<file path="config.mk">
export PLATFORM = sky130hd
export DESIGN_NAME = eb_skp_ctrl
export DESIGN_NICKNAME = d
export VERILOG_FILES = /design/src/rtl/eb_skp_ctrl.sv
export SDC_FILE = /design/constraint.sdc
export NUM_CORES = 1
export LEC_CHECK = 0
export CAP_MARGIN = 20
export CELL_PAD_IN_SITES_DETAIL_PLACEMENT = 0
export CELL_PAD_IN_SITES_GLOBAL_PLACEMENT = 1
export CORE_MARGIN = 5
export CORE_UTILIZATION = 23
export CTS_CLUSTER_SIZE = 30
export DETAILED_ROUTE_END_ITERATION = 10
export PLACE_DENSITY_LB_ADDON = 0.1
export SLEW_MARGIN = 20
export SYNTH_ARGS = -nofsm -noshare
export SYNTH_HDL_FRONTEND = slang
export SYNTH_SLANG_ARGS = --single-unit
export TNS_END_PERCENT = 5
</file>
<file path="constraint.sdc">
create_clock -name read_clk -period 2.4 [get_ports read_clk]
set_input_delay 0.48 -clock read_clk [delete_from_list [all_inputs] [get_ports read_clk]]
set_output_delay 0.48 -clock read_clk [all_outputs]
set_load 0.02 [all_outputs]
</file>
<file path="src/rtl/eb_skp_ctrl.sv">
// rtl/eb_skp_ctrl.sv - RX elastic buffer read-side SKP insert/remove controller
// Optional EB_SKP_STATS_EN adds saturating add_cnt/rem_cnt statistics outputs.
module eb_skp_ctrl #(
    parameter int DATA_WIDTH               = 10,
    parameter int BUFFER_DEPTH             = 16,
    parameter int LOW_TARGET               = 2,
    parameter int HYST                     = 1,
    parameter logic [DATA_WIDTH-1:0] SKP_RDN = 10'h0F9,
    parameter logic [DATA_WIDTH-1:0] SKP_RDP = 10'h306
) (
    input  logic                              read_clk,
    input  logic                              rst_n,
    input  logic                              buffer_mode,
    input  logic [$clog2(BUFFER_DEPTH):0]     fill_level,
    input  logic [DATA_WIDTH-1:0]             rd_symbol,
    output logic [1:0]                        rd_inc,
    output logic                              data_valid,
    output logic                              skp_added,
    output logic                              skp_removed,
    output logic                              overflow,
    output logic                              underflow
`ifdef EB_SKP_STATS_EN
    ,
    output logic [7:0]                        add_cnt,
    output logic [7:0]                        rem_cnt
`endif
);

    localparam int AW = $clog2(BUFFER_DEPTH);
    localparam int TW = AW + 3;
    localparam logic [AW:0] FULL_LVL = (AW+1)'(BUFFER_DEPTH);
    localparam logic [AW:0] MIN_REM  = (AW+1)'(2);

    typedef enum logic {FILL = 1'b0, RUN = 1'b1} state_t;

    state_t state, state_nxt;
    logic   os_adj, os_adj_nxt;

    logic signed [TW-1:0] fill_s, tgt_s, hi_s, lo_s;
    logic is_skp, empty, full, adj_ok, do_rem, do_add;

    // Thresholds are signed so a target inside the dead band never triggers an insert.
    assign fill_s = $signed({2'b00, fill_level});
    assign tgt_s  = buffer_mode ? TW'(BUFFER_DEPTH / 2) : TW'(LOW_TARGET);
    assign hi_s   = tgt_s + TW'(HYST);
    assign lo_s   = tgt_s - TW'(HYST);

    assign is_skp = (rd_symbol == SKP_RDN) || (rd_symbol == SKP_RDP);
    assign empty  = (fill_level == '0);
    assign full   = (fill_level >= FULL_LVL);
    assign adj_ok = (state == RUN) && !empty && !full && is_skp && !os_adj;
    assign do_rem = adj_ok && (fill_s > hi_s) && (fill_level >= MIN_REM);
    assign do_add = adj_ok && !do_rem && (fill_s < lo_s);

    always_ff @(posedge read_clk) begin
        if (!rst_n) begin
            state  <= FILL;
            os_adj <= 1'b0;
        end else begin
            state  <= state_nxt;
            os_adj <= os_adj_nxt;
        end
    end

    always_comb begin
        state_nxt  = state;
        os_adj_nxt = os_adj;
        case (state)
            FILL: begin
                if (fill_s >= tgt_s)
                    state_nxt = RUN;
            end
            RUN: begin
                if (empty)
                    state_nxt = FILL;
                else if (do_rem || do_add)
                    os_adj_nxt = 1'b1;
                else if (data_valid && !is_skp)
                    os_adj_nxt = 1'b0;
            end
            default: state_nxt = FILL;
        endcase
    end

    always_comb begin
        rd_inc      = 2'd0;
        data_valid  = 1'b0;
        skp_added   = 1'b0;
        skp_removed = 1'b0;
        overflow    = 1'b0;
        underflow   = 1'b0;
        if (state == RUN) begin
            if (empty) begin
                underflow = 1'b1;
            end else if (full) begin
                overflow   = 1'b1;
                rd_inc     = 2'd1;
                data_valid = 1'b1;
            end else if (do_rem) begin
                rd_inc      = 2'd2;
                skp_removed = 1'b1;
                data_valid  = 1'b1;
            end else if (do_add) begin
                // Hold the pointer so the same SKP is presented again.
                skp_added  = 1'b1;
                data_valid = 1'b1;
            end else begin
                rd_inc     = 2'd1;
                data_valid = 1'b1;
            end
        end
    end

`ifdef EB_SKP_STATS_EN
    always_ff @(posedge read_clk) begin
        if (!rst_n) begin
            add_cnt <= 8'd0;
            rem_cnt <= 8'd0;
        end else begin
            if (skp_added && add_cnt != 8'hFF)
                add_cnt <= add_cnt + 8'd1;
            if (skp_removed && rem_cnt != 8'hFF)
                rem_cnt <= rem_cnt + 8'd1;
        end
    end
`endif

endmodule

</file>
==> impl_metrics.tcl, run 1 <==
set metrics [dict create \
    cts_tree "built" \
    setup_ws_ps -129 \
    nets 114 \
    pin_count 25 \
    first_pass_iters 4 \
    synth_top_cells_by_area "ha_1 (17%), dfxtp_1 (11%), a2111oi_4 (7.3%)" \
    fin_tns_setup_ps -343 \
    p_leak_nw 0.372 \
    ys_seq_elements 2 \
    synth.distinct_cells 25 \
    cts.clk_slew.worst_paths_ps 30 \
    grt_util_all_layers_pct 12.8 \
    report.final.slew_viol_count 0 \
    yosysWarnings 0 \
    wl_per_cell_um 14.0 \
    clock-sinks 2 \
    grt_first_pass_wirelength_um 2510 \
    slowest_delay_ps 280 \
    vias_per_cell 5.04 \
    max_freq_mhz 395 \
    wl_met2_um 775 \
    clock_skew_ps 6.04 \
    rsz0062_at_grt "yes" \
    netlist.area_leader.share_pct 16.6 \
    cts_buffer_depth 2 \
    syn_avg_cell_area_sq_um 8.21 \
    root_buffer "clkbuf_4" \
    final_hold_viol_count 0 \
    antenna_found_initial 0 \
    syn_inst 46 \
    setup_viol 4 \
    route.detailed.drc 0 \
    dieArea_sq_um 2550 \
    io_buffers 24 \
    crit_fanout 3 \
    start_util_pct 24.8 \
    crit_chain "clkdlybuf4s15_2 > ha_4 > nor4bb_4 > a222oi_1 > buf_4 > buf_4 > a21o_1 > a21boi_2 > buf_6" \
    ant_nets 0 \
    tightest_slew_ps 367 \
    slew_headroom_pct 75.3 \
    clock_latency_ps 230 \
    fp.dieW_um 50.5 \
    drive_gt1_share_pct 46.1 \
    topRoutingLayerUsed "met4" \
    crit_path_frequent_cell "buf_4" \
    fin_util_pct 53.2 \
    synth_top_area_cell "ha_1" \
    vias 529 \
    end_kind "output pin" \
    place_hpwl_um 1020 \
    violations "negative setup slack" \
    antennaDiodeCount 0 \
    cp_slowest_cell "ha_4" \
    wirelength_um 1470 \
    final.period_utilization_pct 105 \
    grt_pass1_vias 583 \
    critPathBufInv 4 \
    yosysSeqAreaShare_pct 10.6 \
    cp_data_required_time_ps 1920 \
    period_needed_ps 2530 \
    crit_type "primary input to output pin" \
    power.density_nw_per_um2 283 \
    gp_congestion 0.811 \
    setup.worst_path.start_class "primary input" \
    hold_class "register to register" \
    crit_arrival_ps 2050 \
    drt-met1-wl_um 601 \
    status "finished with violations" \
    synthToLayoutAreaGrowth_pct 115 \
    drv_cap 0 \
    h-tree-depth 1 \
    synth_fp_nets 69 \
    ctsHoldBuffers 0 \
    rows 14 \
    critPathTopFamily "buffers and inverters" \
    irDropWorstVdd_v 0.000116 \
    dr.first_iter.drc_count 12 \
    die_h_um 50.5 \
    grt_max_degree 8 \
    finalPower_mw 0.229 \
    core-area_sq_um 1520 \
    grt_overflow 0 \
    cts_buffers 3 \
    syn_area_sq_um 378 \
    routed-wl-met3_um 74 \
]
==> final cells by class <==
type	instances	area (sq um)
well taps	16	20.0
flip-flops and latches	2	40.0
fillers	154	713
inverters	4	17.5
multi-input cells	39	365
clock buffers	3	22.5
repair buffers	41	345
==> worst min-delay path, delay by kind of cell (launching register included) <==
family	cells	cell delay, ps
flip-flops	1	330
AO/OA/AOI/OAI	2	220
==> metrics by stage <==
step / std cells / cell area, sq um / hold WS, ps / setup slack (ps)
floorplan: 46 / 378 / 565 / 94.1
global placement: 96 / 713 / 623 / -867
detailed placement: 96 / 713 / 601 / -927
CTS: 105 / 810 / 606 / -114
global route: 105 / 811 / 717 / -202
finish: 105 / 811 / 609 / -129
==> registers in the layout, summed over array words and instances, names as in the netlist <==
name	flops
os_adj	1
state	1
==> layer usage <==
layer,global-route usage (%),vias up
li1,-,269
met1,13.5,239
met2,22.3,17
met3,3.25,4
met4,7.66,0
met5,0,-
==> kinds of logic after synthesis <==
group / share of synthesized area [%]
simple gates: 37.7
buf+inv: 5.96
compound gates: 29.1
fa+ha+maj: 16.6
flops: 10.6
==> final timing paths <==
kind | startpoint | to | slack, ps | cells past startpoint
worst min-delay path | os_adj | os_adj | 610 | 2
worst max-delay path | fill_level[3] | rd_inc[0] | -130 | 9
worst min register to register | os_adj | os_adj | 610 | 2
worst max register to register | state | os_adj | 1310 | 4
==> report_power, final <==
| part | switching (mW) | internal [mW] | total [mW] | leakage, nW |
|---|---|---|---|---|
| Sequential | 0.00255 | 0.0357 | 0.0382 | 0.0166 |
| Combinational | 0.0482 | 0.0664 | 0.115 | 0.342 |
| Clock | 0.0212 | 0.0553 | 0.0765 | 0.0138 |
==> placed cells by master (no fill, tap or decap), drive strengths merged, types with 2 or more instances in the layout <==
cell type       n
nor2            3
nor3            3
dfxtp           2
nor4bb          2
nor4            2
clkbuf          4
clkdlybuf4s15   3
nand4           2
nand2b          2
and2            2
buf            26
clkdlybuf4s50   3
a21boi          2
a311oi          2
o21ai           4
ha              5
dlygate4sd2     8
inv             4
==> synth_stat cells (all sizes together) <==
cell type and instances:
a2111oi 1, a211oi 1, a21boi 2, a21o 1
a21oi 1, a222oi 1, a311oi 2, and2 2
and3 1, and4b 1, buf 1, dfxtp 2
ha 5, inv 4, nand2b 2, nand4 2
nand4bb 1, nor2 3, nor2b 1, nor3 3
nor4 2, nor4bb 2, o21ai 4, or4 1
==> repair_timing <==
item                                    in CTS  in global routing
gates resized for setup                     68                  5
buffers inserted                             6                  2
endpoints found under the setup margin       6                  5
pin swaps                                    7                  4
No activity file was read; power rests on OpenSTA's default activity.
==> run 2, diff against run 1 <==
--- a/config.mk
+++ b/config.mk
@@ -13,7 +13,6 @@
 export CTS_CLUSTER_SIZE = 30
 export DETAILED_ROUTE_END_ITERATION = 10
 export PLACE_DENSITY_LB_ADDON = 0.1
-export SLEW_MARGIN = 20
 export SYNTH_ARGS = -nofsm -noshare
 export SYNTH_HDL_FRONTEND = slang
 export SYNTH_SLANG_ARGS = --single-unit
==> results of run 2 <==
Same layout as run 1: the final DEF is identical, and so are final timing and power.
